### config.mk
export PLATFORM = sky130hd
export DESIGN_NAME = bit_serializer
export DESIGN_NICKNAME = d
export VERILOG_FILES = /design/src/rtl/bit_serializer.sv
export SDC_FILE = /design/constraint.sdc
export NUM_CORES = 1
export LEC_CHECK = 0
export CELL_PAD_IN_SITES_DETAIL_PLACEMENT = 0
export CELL_PAD_IN_SITES_GLOBAL_PLACEMENT = 1
export CORE_MARGIN = 10
export CORE_UTILIZATION = 41
export DETAILED_ROUTE_END_ITERATION = 10
export GPL_TIMING_DRIVEN = 0
export PLACE_DENSITY = 0.82
export SYNTH_ARGS = -nofsm -noshare
export SYNTH_HDL_FRONTEND = slang
export SYNTH_SLANG_ARGS = --single-unit
### constraint.sdc
create_clock -name clk -period 1.7 [get_ports clk]
set_input_delay 0.17 -clock clk [delete_from_list [all_inputs] [get_ports clk]]
set_output_delay 0.17 -clock clk [all_outputs]
set_load 0.02 [all_outputs]
### src/rtl/bit_serializer.sv
`default_nettype none
// ============================================================================
//  Module      : bit_serializer
//  Description : Parallel-to-serial stage. Accepts WIDTH-bit words over a
//                valid/ready handshake and drives one registered bit per
//                clock. A one-word holding buffer lets words stream gap-free.
//  Revision    : 1.0  initial release
// ============================================================================
module bit_serializer #(
    parameter int WIDTH     = 8,
    parameter bit MSB_FIRST = 1'b1
) (
    input  logic             clk,
    input  logic             rst,
    input  logic [WIDTH-1:0] din,
    input  logic             din_valid,
    output logic             din_ready,
    output logic             bit_out,
    output logic             bit_valid,
    output logic             word_done,
    output logic             busy
);

    localparam int c_CW = $clog2(WIDTH + 1);
    localparam logic [c_CW-1:0] c_CNT_ONE  = c_CW'(1);
    localparam logic [c_CW-1:0] c_CNT_PRE  = c_CW'(WIDTH - 1);
    localparam logic [c_CW-1:0] c_CNT_FULL = c_CW'(WIDTH);

    typedef enum logic [0:0] {
        S_IDLE  = 1'b0,
        S_SHIFT = 1'b1
    } state_t;

    state_t             r_state;
    state_t             w_state_nx;
    logic [WIDTH-1:0]   r_shift;
    logic [c_CW-1:0]    r_cnt;
    logic [WIDTH-1:0]   r_hold;
    logic               r_hold_full;
    logic               r_bit_out;
    logic               r_bit_valid;
    logic               r_word_done;

    logic               w_xfer;
    logic               w_last;
    logic               w_load;
    logic [WIDTH-1:0]   w_ld_word;
    logic               w_step;
    logic               w_hold_wr;
    logic               w_hold_rd;

    // Bit-order selection: "first" is the bit driven now, "rest" is what
    // remains queued in the shifter with the next bit in the lead position.
    logic               w_ld_first;
    logic [WIDTH-1:0]   w_ld_rest;
    logic               w_sh_first;
    logic [WIDTH-1:0]   w_sh_rest;

    generate
        if (MSB_FIRST) begin : g_msb_first
            assign w_ld_first = w_ld_word[WIDTH-1];
            assign w_ld_rest  = {w_ld_word[WIDTH-2:0], 1'b0};
            assign w_sh_first = r_shift[WIDTH-1];
            assign w_sh_rest  = {r_shift[WIDTH-2:0], 1'b0};
        end else begin : g_lsb_first
            assign w_ld_first = w_ld_word[0];
            assign w_ld_rest  = {1'b0, w_ld_word[WIDTH-1:1]};
            assign w_sh_first = r_shift[0];
            assign w_sh_rest  = {1'b0, r_shift[WIDTH-1:1]};
        end
    endgenerate

    // Ready depends only on reset and buffer occupancy, never on din_valid.
    assign din_ready = !rst && !r_hold_full;
    assign w_xfer    = din_valid && din_ready;
    // The last bit of the current word is on bit_out this cycle.
    assign w_last    = (r_state == S_SHIFT) && (r_cnt == c_CNT_FULL);

    assign bit_out   = r_bit_out;
    assign bit_valid = r_bit_valid;
    assign word_done = r_word_done;
    assign busy      = (r_state == S_SHIFT) || r_hold_full;

    // State register.
    always_ff @(posedge clk) begin
        if (rst) begin
            r_state <= S_IDLE;
        end else begin
            r_state <= w_state_nx;
        end
    end

    // Next-state and datapath control: load, shift, buffer write/read.
    always_comb begin
        w_state_nx = r_state;
        w_load     = 1'b0;
        w_ld_word  = din;
        w_step     = 1'b0;
        w_hold_wr  = 1'b0;
        w_hold_rd  = 1'b0;
        case (r_state)
            S_IDLE: begin
                if (w_xfer) begin
                    w_load     = 1'b1;
                    w_state_nx = S_SHIFT;
                end
            end
            S_SHIFT: begin
                if (w_last) begin
                    // Held word takes priority; ready is low when it exists.
                    if (r_hold_full) begin
                        w_load    = 1'b1;
                        w_ld_word = r_hold;
                        w_hold_rd = 1'b1;
                    end else if (w_xfer) begin
                        w_load    = 1'b1;
                    end else begin
                        w_state_nx = S_IDLE;
                    end
                end else begin
                    w_step    = 1'b1;
                    w_hold_wr = w_xfer;
                end
            end
            default: begin
                w_state_nx = S_IDLE;
            end
        endcase
    end

    // Shifter, bit counter and registered serial outputs.
    always_ff @(posedge clk) begin
        if (rst) begin
            r_shift     <= '0;
            r_cnt       <= '0;
            r_bit_out   <= 1'b0;
            r_bit_valid <= 1'b0;
            r_word_done <= 1'b0;
        end else if (w_load) begin
            r_shift     <= w_ld_rest;
            r_cnt       <= c_CNT_ONE;
            r_bit_out   <= w_ld_first;
            r_bit_valid <= 1'b1;
            r_word_done <= 1'b0;
        end else if (w_step) begin
            r_shift     <= w_sh_rest;
            r_cnt       <= r_cnt + c_CNT_ONE;
            r_bit_out   <= w_sh_first;
            r_bit_valid <= 1'b1;
            r_word_done <= (r_cnt == c_CNT_PRE);
        end else begin
            r_cnt       <= '0;
            r_bit_out   <= 1'b0;
            r_bit_valid <= 1'b0;
            r_word_done <= 1'b0;
        end
    end

    // One-word holding buffer.
    always_ff @(posedge clk) begin
        if (rst) begin
            r_hold      <= '0;
            r_hold_full <= 1'b0;
        end else if (w_hold_wr) begin
            r_hold      <= din;
            r_hold_full <= 1'b1;
        end else if (w_hold_rd) begin
            r_hold_full <= 1'b0;
        end
    end

endmodule
`default_nettype wire

==> impl_metrics.toml <==
[run_status]
outcome = "finished clean"

[layout]
final_cell_area_sq_um = 1360
antennaDiodeCount = 0
syn_to_final_growth_pct = 21.3
instances_no_fill = 157
multi_input_area_sq_um = 599
nets = 141
fillCellCount = 246
drive_gt1_frac = 0.228
register_area_sq_um = 482

[worst_setup_path]
crit_required_ps = 1950
path_max_fanout = 7
crit_path_max_incr_delay_ps = 370
worstPathCellList = "inv_1, ha_2, nand3b_4, and2_4, or3_1, buf_6, o221ai_2"
arrival_ps = 1860
r2r_slack_ps = 90
cp-end-kind = "register"
crit_path_top_delay_cell = "dfxtp_2"
critPathKind = "register to register"
crit_path_start_kind = "register"

[global_routing]
use_met2 = 0.144
antenna_found_initial = 0
grt_pass1_wl_microns = 3670
grt_overflow = 0
met1_usage = 0.0990
grt_pass1_vias = 782
grt_use_met3 = 0.0272
grt_max_degree = 14
grt_busiest_layer = "met2"
grtUsageTotal = 0.0850

[place]
place_area_sq_um = 1300
dpl.hpwl_microns = 1580
gp_congestion = 0.703
port_buffers = 14
dp.cells = 151

[power]
switching_share = 0.251
seqPwrFrac = 0.564
p_leak_nw = 0.485
pwr-share-comb = 0.151
power-per-cell-area_nw_per_um2 = 779
p_sw_uw = 266
worst_ir_drop_vdd_mv = 0.426
clockPowerShare = 0.285
power.internal_uw = 793

[logic_synthesis]
synthTopCellsByArea = "dfxtp_1 43%, mux2i_1 14%, o221ai_2 8.0%"
synth_cell_types = 34
synth_cells = 107
synth_edf_count = 0
syn_area_sq_um = 1120
yosysTopAreaCell = "dfxtp_1"
ys_warn_count = 0
yosysTopAreaCellShare = 0.429
async_flop_share = 0
avgSynthCellArea_sq_um = 10.5
ys_top_cells_by_count = "24 x dfxtp_1, 16 x mux2i_1, 13 x nor2_1"
yosysMostFrequentCell = "dfxtp_1"
yosysSeqAreaShare = 0.429
synth_nets = 120
synth_seq_cells = 24
synth_ff_type = "dfxtp_1"

[floorplanning]
start_util = 0.441
core_sq_um = 2540
io_pins = 16
die-area_sq_um = 5230
die_x_microns = 72.3
rows = 18
chipHeight_microns = 72.3

[routing]
post_drt_wl_per_cell_microns = 13.7
drtPass1Iterations = 3
routed_wl_microns = 2150
drc_errors = 0
num_vias = 803
ant_nets = 0
drt_first_iter_violations = 8
viasPerCell = 5.11

[sta]
fin_worst_skew_ps = 2.21
finalSetupViolations = 0
slew_headroom = 0.668
setup_tns_ps = 0
slew_violations = 0
fin_crit_ps = 1610
worst_slew_pin_slew_ps = 499
max_freq_mhz = 620
final_hold_viol_count = 0
post-route-period-util = 0.949
grt_setup_unrepaired = "no"

[clocking]
numCtsBuffers = 3
clk_pin_slew_ps = 130
cts_tree = "built"
htree_num_levels = 1
cts_buffer_depth = 2
cts_sinks = 24
cts_root_buf = "clkbuf_4"
clock_latency_ps = 310

[job]
maxCapViolations = 0

[worst_hold_path]
hold_class = "input pin to register"
flip-flops by register name, indices dropped and copies added, names as in the netlist:
signal / cells
bit_out: 1
r_cnt: 4
word_done: 1
r_hold: 8
r_hold_full: 1
r_shift: 7
bit_valid: 1
r_state: 1
area by class of cell:
cell class / count / share of cell area
well taps: 30 / 0.0276
multi-input cells: 74 / 0.441
clock buffers: 4 / 0.0267
flip-flops and latches: 24 / 0.354
plain buffers: 6 / 0.0276
repair buffers: 16 / 0.115
inverters: 3 / 0.00828
worst max-delay path: cells and delay by family (launching register included):
kind,cells,cell delay [ps]
simple gates,3,610
compound gates,1,160
fa+ha+maj,1,190
flops,1,370
buf+inv,2,210
placed cells by master (no fill, tap or decap), drive strengths merged, types with 3 or more instances in the layout:
master and instances:
clkbuf 7, inv 3, nand2b 6, buf 5, o221ai 6, mux2i 16, dfxtp 24, or2 6
nor2 15, nand2 3, clkdlybuf4s50 12
what timing repair did:
item | in CTS | in global routing
cloned | 0 | 0
buffers inserted | 0 | 2
hold buffers | 0 | 0
pin swaps | 0 | 2
setup endpoints to repair | 1 | 16
resized for setup | 1 | 5
path summary, 6_finish.rpt:
path / from / to / cells past startpoint
setup / recovery: r_cnt[0]$_SDFF_PP0_ / r_shift[7]$_SDFFE_PP0P_ / 7
setup reg to reg: r_cnt[0]$_SDFF_PP0_ / r_shift[7]$_SDFFE_PP0P_ / 7
hold / removal: rst / r_shift[5]$_SDFFE_PP0P_ / 3
hold reg to reg: r_cnt[0]$_SDFF_PP0_ / r_cnt[0]$_SDFF_PP0_ / 1
stage by stage:
step / hold WS (ps) / utilization / worst slack (ps) / power [mW]
after floorplan: 317 / - / 173 / 0.711
after global placement: 473 / 0.510 / 24.1 / 0.768
after detailed placement: 486 / 0.510 / 3.29 / 0.771
after CTS: 402 / 0.524 / 11.7 / 1.07
after global routing: 433 / 0.534 / 10.5 / 1.11
final: 398 / 0.534 / 86.9 / 1.06
power by group through the flow:
stage | combinational, mW | sequential (mW) | clock [mW]
final | 0.159 | 0.598 | 0.302
after CTS | 0.160 | 0.597 | 0.312
after detailed placement | 0.162 | 0.610 | 0
after global routing | 0.175 | 0.600 | 0.336
after floorplan | 0.0998 | 0.611 | 0
after global placement | 0.159 | 0.609 | 0
cells by family (layout without fill, tap and decap cells):
family	after synthesis	after routing	synth area share
compound gates	13	13	0.132
xor+xnor	2	2	0.0156
fa+ha+maj	2	2	0.0223
buf+inv	9	29	0.0413
flops	24	24	0.429
mux	16	16	0.143
simple gates	41	41	0.218
routing by layer:
layer  vias up  wire, microns
li1        418              -
met1       371            999
met2        12           1040
met3         2             90
met4         0             12
met5         -              0
(Power assumes the default switching activity.)
